File: config.mk
export PLATFORM = sky130hd
export DESIGN_NAME = fcvt_f_int_pipe
export DESIGN_NICKNAME = d
export VERILOG_FILES = /design/src/rtl/fcvt_f_int_pipe.sv
export SDC_FILE = /design/constraint.sdc
export NUM_CORES = 1
export LEC_CHECK = 0
export CORE_ASPECT_RATIO = 1.4
export CORE_UTILIZATION = 55
export CTS_BUF_LIST = sky130_fd_sc_hd__clkbuf_4 sky130_fd_sc_hd__clkbuf_8
export DETAILED_ROUTE_END_ITERATION = 8
export PLACE_DENSITY = 0.77
export SYNTH_ARGS = -nofsm -noshare
export SYNTH_HDL_FRONTEND = slang
export SYNTH_SLANG_ARGS = --single-unit
File: constraint.sdc
create_clock -name CLK -period 3.7 [get_ports CLK]
set_input_delay 1.11 -clock CLK [delete_from_list [all_inputs] [get_ports CLK]]
set_output_delay 1.11 -clock CLK [all_outputs]
set_load 0.02 [all_outputs]
File: src/rtl/fcvt_f_int_pipe.sv
// Pipelined integer-to-float converter: sign/magnitude, normalise, round, then a registered output stage.
// Each stage loads when it is empty or when the stage after it is loading.
module fcvt_f_int_pipe #(
  parameter int F_WIDTH = 32,
  parameter int F_EXP   = 8,
  parameter int F_FLAC  = 23,
  parameter int I_WIDTH = 32
) (
  input  logic               CLK,
  input  logic               RSTn,
  input  logic               in_valid,
  output logic               in_ready,
  input  logic [I_WIDTH-1:0] in1,
  input  logic               is_signed,
  input  logic [2:0]         rm,
  output logic               out_valid,
  input  logic               out_ready,
  output logic [F_WIDTH-1:0] out1,
  output logic               inexact,
  output logic               illegal_rm
);
  localparam int LZW = $clog2(I_WIDTH);
  localparam int IW1 = I_WIDTH - 1;
  localparam int EW  = I_WIDTH + F_FLAC + 1;
  localparam logic [F_EXP-1:0] BIAS = {1'b0, {(F_EXP-1){1'b1}}};
  localparam logic [F_EXP-1:0] TOP  = F_EXP'(I_WIDTH - 1);

  // vld_q[0..2] = stages 1..3, vld_q[3] = output register
  logic [3:0] vld_q;
  logic       ld0, ld1, ld2, ld3;

  logic               s1_sign_q, s1_zero_q;
  logic [I_WIDTH-1:0] s1_mag_q;
  logic [2:0]         s1_rm_q;

  logic               s2_sign_q, s2_zero_q;
  logic [2:0]         s2_rm_q;
  logic [LZW-1:0]     s2_lz_q;
  logic [IW1-1:0]     s2_frac_q;

  logic               s3_sign_q, s3_zero_q, s3_nx_q, s3_ill_q;
  logic [F_FLAC:0]    s3_mant_q;
  logic [F_EXP-1:0]   s3_exp_q;

  logic [F_WIDTH-1:0] out1_q;
  logic               nx_q, ill_q;

  always_comb begin
    ld3 = ~vld_q[3] | out_ready;
    ld2 = ~vld_q[2] | ld3;
    ld1 = ~vld_q[1] | ld2;
    ld0 = ~vld_q[0] | ld1;
  end

  // stage 1: two's-complement magnitude; the most negative value maps to 2**(I_WIDTH-1)
  logic               s1_sign_d;
  logic [I_WIDTH-1:0] s1_mag_d;
  always_comb begin
    s1_sign_d = is_signed & in1[I_WIDTH-1];
    s1_mag_d  = s1_sign_d ? (~in1 + 1'b1) : in1;
  end

  // stage 2: leading-zero count, then drop the hidden bit after shifting
  logic [LZW-1:0] s2_lz_d;
  logic [IW1-1:0] s2_frac_d;
  always_comb begin
    s2_lz_d = '0;
    for (int i = 0; i < I_WIDTH; i++)
      if (s1_mag_q[i]) s2_lz_d = LZW'(I_WIDTH - 1 - i);
    s2_frac_d = IW1'(s1_mag_q << s2_lz_d);
  end

  // stage 3: zero padding below the fraction makes narrow integer formats exact (G=S=0)
  logic [EW-1:0]     ext;
  logic [F_FLAC-1:0] kept;
  logic              g, s, inc, ill;
  logic [2:0]        rme;
  logic [F_FLAC:0]   s3_mant_d;
  logic [F_EXP-1:0]  s3_exp_d;
  always_comb begin
    ext  = {s2_frac_q, {(F_FLAC+2){1'b0}}};
    kept = ext[EW-1 -: F_FLAC];
    g    = ext[EW-1-F_FLAC];
    s    = |ext[EW-2-F_FLAC:0];
    ill  = s2_rm_q > 3'd4;
    rme  = ill ? 3'd0 : s2_rm_q;
    case (rme)
      3'd0:    inc = g & (s | kept[0]);
      3'd1:    inc = 1'b0;
      3'd2:    inc = s2_sign_q & (g | s);
      3'd3:    inc = ~s2_sign_q & (g | s);
      default: inc = g;
    endcase
    s3_mant_d = {1'b0, kept} + {{F_FLAC{1'b0}}, inc};
    s3_exp_d  = BIAS + TOP - F_EXP'(s2_lz_q);
  end

  // output: a mantissa carry leaves the fraction at zero and bumps the exponent
  logic [F_WIDTH-1:0] out1_d;
  always_comb begin
    out1_d = s3_zero_q ? '0 :
             {s3_sign_q, s3_exp_q + {{(F_EXP-1){1'b0}}, s3_mant_q[F_FLAC]}, s3_mant_q[F_FLAC-1:0]};
  end

  always_ff @(posedge CLK or negedge RSTn) begin
    if (!RSTn) begin
      vld_q     <= '0;
      s1_sign_q <= 1'b0; s1_zero_q <= 1'b0; s1_mag_q <= '0; s1_rm_q <= '0;
      s2_sign_q <= 1'b0; s2_zero_q <= 1'b0; s2_rm_q <= '0; s2_lz_q <= '0; s2_frac_q <= '0;
      s3_sign_q <= 1'b0; s3_zero_q <= 1'b0; s3_nx_q <= 1'b0; s3_ill_q <= 1'b0;
      s3_mant_q <= '0; s3_exp_q <= '0;
      out1_q    <= '0; nx_q <= 1'b0; ill_q <= 1'b0;
    end else begin
      if (ld0) begin
        vld_q[0] <= in_valid;
        if (in_valid) begin
          s1_sign_q <= s1_sign_d;
          s1_zero_q <= (in1 == '0);
          s1_mag_q  <= s1_mag_d;
          s1_rm_q   <= rm;
        end
      end
      if (ld1) begin
        vld_q[1] <= vld_q[0];
        if (vld_q[0]) begin
          s2_sign_q <= s1_sign_q;
          s2_zero_q <= s1_zero_q;
          s2_rm_q   <= s1_rm_q;
          s2_lz_q   <= s2_lz_d;
          s2_frac_q <= s2_frac_d;
        end
      end
      if (ld2) begin
        vld_q[2] <= vld_q[1];
        if (vld_q[1]) begin
          s3_sign_q <= s2_sign_q;
          s3_zero_q <= s2_zero_q;
          s3_nx_q   <= g | s;
          s3_ill_q  <= ill;
          s3_mant_q <= s3_mant_d;
          s3_exp_q  <= s3_exp_d;
        end
      end
      if (ld3) begin
        vld_q[3] <= vld_q[2];
        if (vld_q[2]) begin
          out1_q <= out1_d;
          nx_q   <= s3_nx_q & ~s3_zero_q;
          ill_q  <= s3_ill_q;
        end
      end
    end
  end

  assign in_ready   = ld0;
  assign out_valid  = vld_q[3];
  assign out1       = out1_q;
  assign inexact    = nx_q;
  assign illegal_rm = ill_q;
endmodule
**After elaboration in Yosys (flattened, before gate mapping)**

Cells that the tools add are included.

- Add/subtract/negate cells: 4
- Magnitude comparators: 1
- Eq/ne operators: 3
- Shifts and indexed selects: 1
- Multiplexer cells: 36
- Bitwise operators: 18
- Reduce and logical (&&, ||, !) cells: 7

Operators by type and width:

| cell | count |
|---|---|
| $mux 5 | 32 |
| $mux 32 | 2 |
| $add 32x1->32 const B | 1 |
| $logic_not 32->1 | 1 |
| $not 32->32 | 1 |
| $shl 32x5->31 | 1 |
| $add 23x1->24 | 1 |
| $add 8x1->8 | 1 |
| $reduce_and 2->1 | 4 |
| $sub 8x5->8 const A | 1 |
| $reduce_or 7->1 | 1 |
| $eq 3x2->1 const B | 2 |
| $not 1->1 | 6 |
| $or 1x1->1 | 6 |
| $and 1x1->1 | 5 |
| $pmux 1 s4 | 1 |
| $eq 3x1->1 const B | 1 |
| $gt 3x3->1 const B | 1 |
| $logic_not 3->1 | 1 |
| $mux 3 | 1 |

- Flip-flop bits (word level): 152
- Input port bits: 40
- Output and inout port bits: 36
- Word-level logic and storage cells: 92

**Longest topological paths before layout**

- Depth in word-level cells: 33
- Mapped depth: 13

**Worst setup path before layout**

No wires, ideal clock.

- Path kind: in2reg
- From: in in1[0]
- To: reg s1_mag_q[30]
- Library setup time: 135 ps
- Arrival time: 2887 ps
- Path slack: 678 ps
- Stages on the path: 10
- Buffers on the path: 0
- Path through: inv_1 ha_1 nand2b_1 nand2b_1 nor4_1 and2_1 nand2_1 o41ai_1 xor2_1 o21ai_0

- Longest elaborated chain between the ends: 3

Ends and longest elaborated chain:

| what | line | text |
|---|---|---|
| start: declaration | 13 | `input logic [I_WIDTH-1:0] in1,` |
| $not 32->32 | 60 | `s1_mag_d = s1_sign_d ? (~in1 + 1'b1) : in1;` |
| $add 32x1->32 | 60 |  |
| $mux 32 | 60 |  |
| end signal: assignment | 119 | `s1_mag_q <= s1_mag_d;` |
| end: declaration | 33 | `logic [I_WIDTH-1:0] s1_mag_q;` |

Every way passes these cells.
A chain may end at the register's enable or synchronous reset.

**Worst setup path in the final report**

- From: in out_ready
- To: out in_ready

- Longest elaborated chain between the ends: 4

Ends and longest elaborated chain:

| what | line | text |
|---|---|---|
| start: declaration | 17 | `input logic out_ready,` |
| $or 1x1->1 | 49 | `ld3 = ~vld_q[3] \| out_ready;` |
| $or 1x1->1 | 50 | `ld2 = ~vld_q[2] \| ld3;` |
| $or 1x1->1 | 51 | `ld1 = ~vld_q[1] \| ld2;` |
| $or 1x1->1 | 52 | `ld0 = ~vld_q[0] \| ld1;` |
| end: declaration | 12 | `output logic in_ready,` |

Every way passes these cells.

==> flow_metrics.env <==
export IMPL_fin_skew_ns=0.0124
export IMPL_dieArea_sq_mm=0.0162
export IMPL_final_cells=1238
export IMPL_max_stage_delay_ns=0.58
export IMPL_grt_pass1_wl_um=34000
export IMPL_critical_path_endpoint_type="primary output"
export IMPL_clk_latency_ns=0.45
export IMPL_clk_pin_slew_ns=0.09
export IMPL_syn_area_sq_mm=0.00863
export IMPL_maxSlewHeadroom_pct=50.9
export IMPL_place_congestion=0.951
export IMPL_synth_most_common_cell="nand2_1"
export IMPL_port_buffers=75
export IMPL_rsz0062_at_grt="false"
export IMPL_dp_cells=1206
export IMPL_synth_edf_count=0
export IMPL_syn_nets=1006
export IMPL_nets=1079
export IMPL_cts_setup_buffers=0
export IMPL_area_growth_syn_to_layout_pct=16.9
export IMPL_first_pass_iters=5
export IMPL_htreeDepth=4
export IMPL_avgRoutedWirePerCell_um=16.4
export IMPL_synth_top_cell_by_area="dfrtp_1"
export IMPL_dp_hpwl_um=15700
export IMPL_cts_buffers_inserted=17
export IMPL_grt_max_degree=81
export IMPL_multiInputGateArea_sq_mm=0.00456
export IMPL_synth_top_area_share_pct=44.1
export IMPL_cts_tree="built"
export IMPL_async_flop_share_pct=100
export IMPL_synth_common_cells="172 x nand2_1, 152 x dfrtp_1, 114 x o21ai_0"
export IMPL_worstPathRequired_ns=2.59
export IMPL_cts_resized=0
export IMPL_fillCellCount=1303
export IMPL_worst_pin_slew_ns=0.734
export IMPL_synth_main_ff_cell="dfrtp_1"
export IMPL_vias=7085
export IMPL_yosysWarnings=0
export IMPL_min_period_ns=3.57
export IMPL_postSynthAreaPerCell_sq_um=8.99
export IMPL_antenna_found_initial=0
export IMPL_drc_errors=0
export IMPL_setup_violations=0
export IMPL_coreArea_sq_mm=0.0152
export IMPL_fin_crit_sh_pct=96.5
export IMPL_status="completed"
export IMPL_rows=53
export IMPL_drt_initial_drc_count=391
export IMPL_die_y_um=150
export IMPL_criticalPathCategory="input port to primary output"
export IMPL_whs_ns=0.473
export IMPL_routed_via_density=5.72
export IMPL_power_total_uw=6620
export IMPL_fmax_mhz=280
export IMPL_grt_use_total_pct=27.3
export IMPL_setup_tns_final_ns=0
export IMPL_fp_dieW_um=108
export IMPL_cpMostUsedCell="clkdlybuf4s50_1"
export IMPL_ys_seq_elements=152
export IMPL_clockRootBuffer="clkbuf_8"
export IMPL_overflow=0
export IMPL_powerDensity_mw_per_mm2=656
export IMPL_maxCapViolations=0
export IMPL_hold_buffers=0
export IMPL_ys_types=69
export IMPL_cp_start_kind="input port"
export IMPL_leakagePower_uw=0.00436
export IMPL_wl_um=20300
export IMPL_layout_area_seq_sq_mm=0.00380
export IMPL_start_util_pct=56.8
export IMPL_crit_arrival_ns=2.46
export IMPL_clk_path_buf_depth=2
export IMPL_drv_slew=0
export IMPL_worstPathCellList="clkdlybuf4s50_1 > nor2b_1 > nand4_1 > clkdlybuf4s50_1"
export IMPL_diodes=0
export IMPL_ys_seq_area_share_pct=44.1
export IMPL_synthTopCellsByArea="dfrtp_1 44%, nand2_1 7.5%, o21ai_0 6.6%, mux2i_1 5.7%, xnor2_1 3.0%"
export IMPL_drtAntennaViolNets=0
export IMPL_cp_max_fo=3
export IMPL_drive_above_1_share_pct=9.75
export IMPL_slowest_stage="clkdlybuf4s50_1"
export IMPL_hold_violations=0
export IMPL_netlist_instances=960
export IMPL_hold_class="flop to flop"
export IMPL_clock_sinks=152
export IMPL_pin_count=76
export IMPL_grt_pass1_vias=6914
export IMPL_max_vdd_ir_drop_mv=0.382
state kept, by name (all words and copies together) (netlist names):
name        count
s1_rm_q         3
s1_mag_q       32
s2_sign_q       1
s3_ill_q        1
s1_sign_q       1
s2_zero_q       1
vld_q           4
inexact         1
s3_sign_q       1
s2_frac_q      31
s1_zero_q       1
s3_zero_q       1
s2_rm_q         3
illegal_rm      1
s3_mant_q      24
s3_nx_q         1
out1           32
s2_lz_q         5
s3_exp_q        8
metrics by stage:
step	util (%)	worst slack [ns]	cell area, sq um
floorplan	-	0.678	8630
global placement	63.6	0.161	9660
detailed placement	63.6	0.102	9660
CTS	66.5	0.141	10100
global route	66.5	0.0161	10100
finish	66.5	0.131	10100
area by class of cell:
| class | instances | area share, % |
|---|---|---|
| Timing Repair Buffer | 104 | 9.85 |
| Clock inverter | 15 | 2.02 |
| Multi-Input combinational cell | 743 | 45.2 |
| Sequential cell | 152 | 37.7 |
| Clock buffer | 17 | 2.32 |
| Tap cell | 192 | 2.38 |
| Inverter | 15 | 0.558 |
cells by family (layout without fill, tap and decap cells):
family          after synthesis  after routing  share of synthesized area (%)
flops                       152            152                           44.1
mux                          66             66                           8.09
xor+xnor                     59             59                           5.99
compound gates              241            241                           17.7
buf+inv                      65            151                           3.17
fa+ha+maj                     7              7                          0.986
simple gates                370            370                           20.0
cell usage in the layout, fill, tap and decap left out, drive strengths merged, types with 4 or more instances in the layout:
cell type        n
o21ai          123
a211o            7
mux2            14
nor4            11
inv             23
and2             9
clkbuf          17
or2              6
nand4            8
o41ai            4
nor2b            6
ha               6
and4             4
o211ai           7
clkdlybuf4s50   74
nand3           20
a22o             9
dfrtp          152
xor2            29
buf             30
a21oi           30
nor2            61
a31oi            5
mux2i           52
a211oi           7
o22ai            5
and3             8
a22oi            6
o221ai           6
nor3            12
xnor2           30
nand2b          41
a221oi           7
nand2          172
or4              6
metal layers:
layer | part of all wire, % | track usage [%] | vias up
met5 | 0 | 0 | -
li1 | - | - | 3532
met3 | 3.3 | 4.50 | 76
met2 | 51 | 48.1 | 199
met1 | 39 | 30.2 | 3278
met4 | 6.5 | 17.4 | 0
critical path, delay by kind of cell:
kind / cells / cell delay, ns
buffers and inverters: 2 / 0.98
and+or+nand+nor: 2 / 0.36
power breakdown:
| group | switching [uW] | internal, uW | total, uW |
|---|---|---|---|
| sequential | 490 | 2210 | 2700 |
| combinational | 1390 | 1140 | 2530 |
| clock | 696 | 694 | 1390 |
| total | 2570 | 4050 | 6620 |
worst paths after layout:
check / from / endpoint / slack [ns] / cells after the start
worst max-delay path: out_ready / in_ready / 0.13 / 4
worst min-delay path: s2_zero_q$_DFFE_PN0P_ / s3_zero_q$_DFFE_PN0P_ / 0.47 / 2
worst max register to register: s1_mag_q[30]$_DFFE_PN0P_ / s2_frac_q[29]$_DFFE_PN0P_ / 0.28 / 10
worst min register to register: s2_zero_q$_DFFE_PN0P_ / s3_zero_q$_DFFE_PN0P_ / 0.47 / 2
max in group asynchronous: RSTn / s1_mag_q[22]$_DFFE_PN0P_ / 2.40 / 2
min in group asynchronous: RSTn / out1[28]$_DFFE_PN0P_ / 0.54 / 1
No activity file was read; power rests on OpenSTA's default activity.
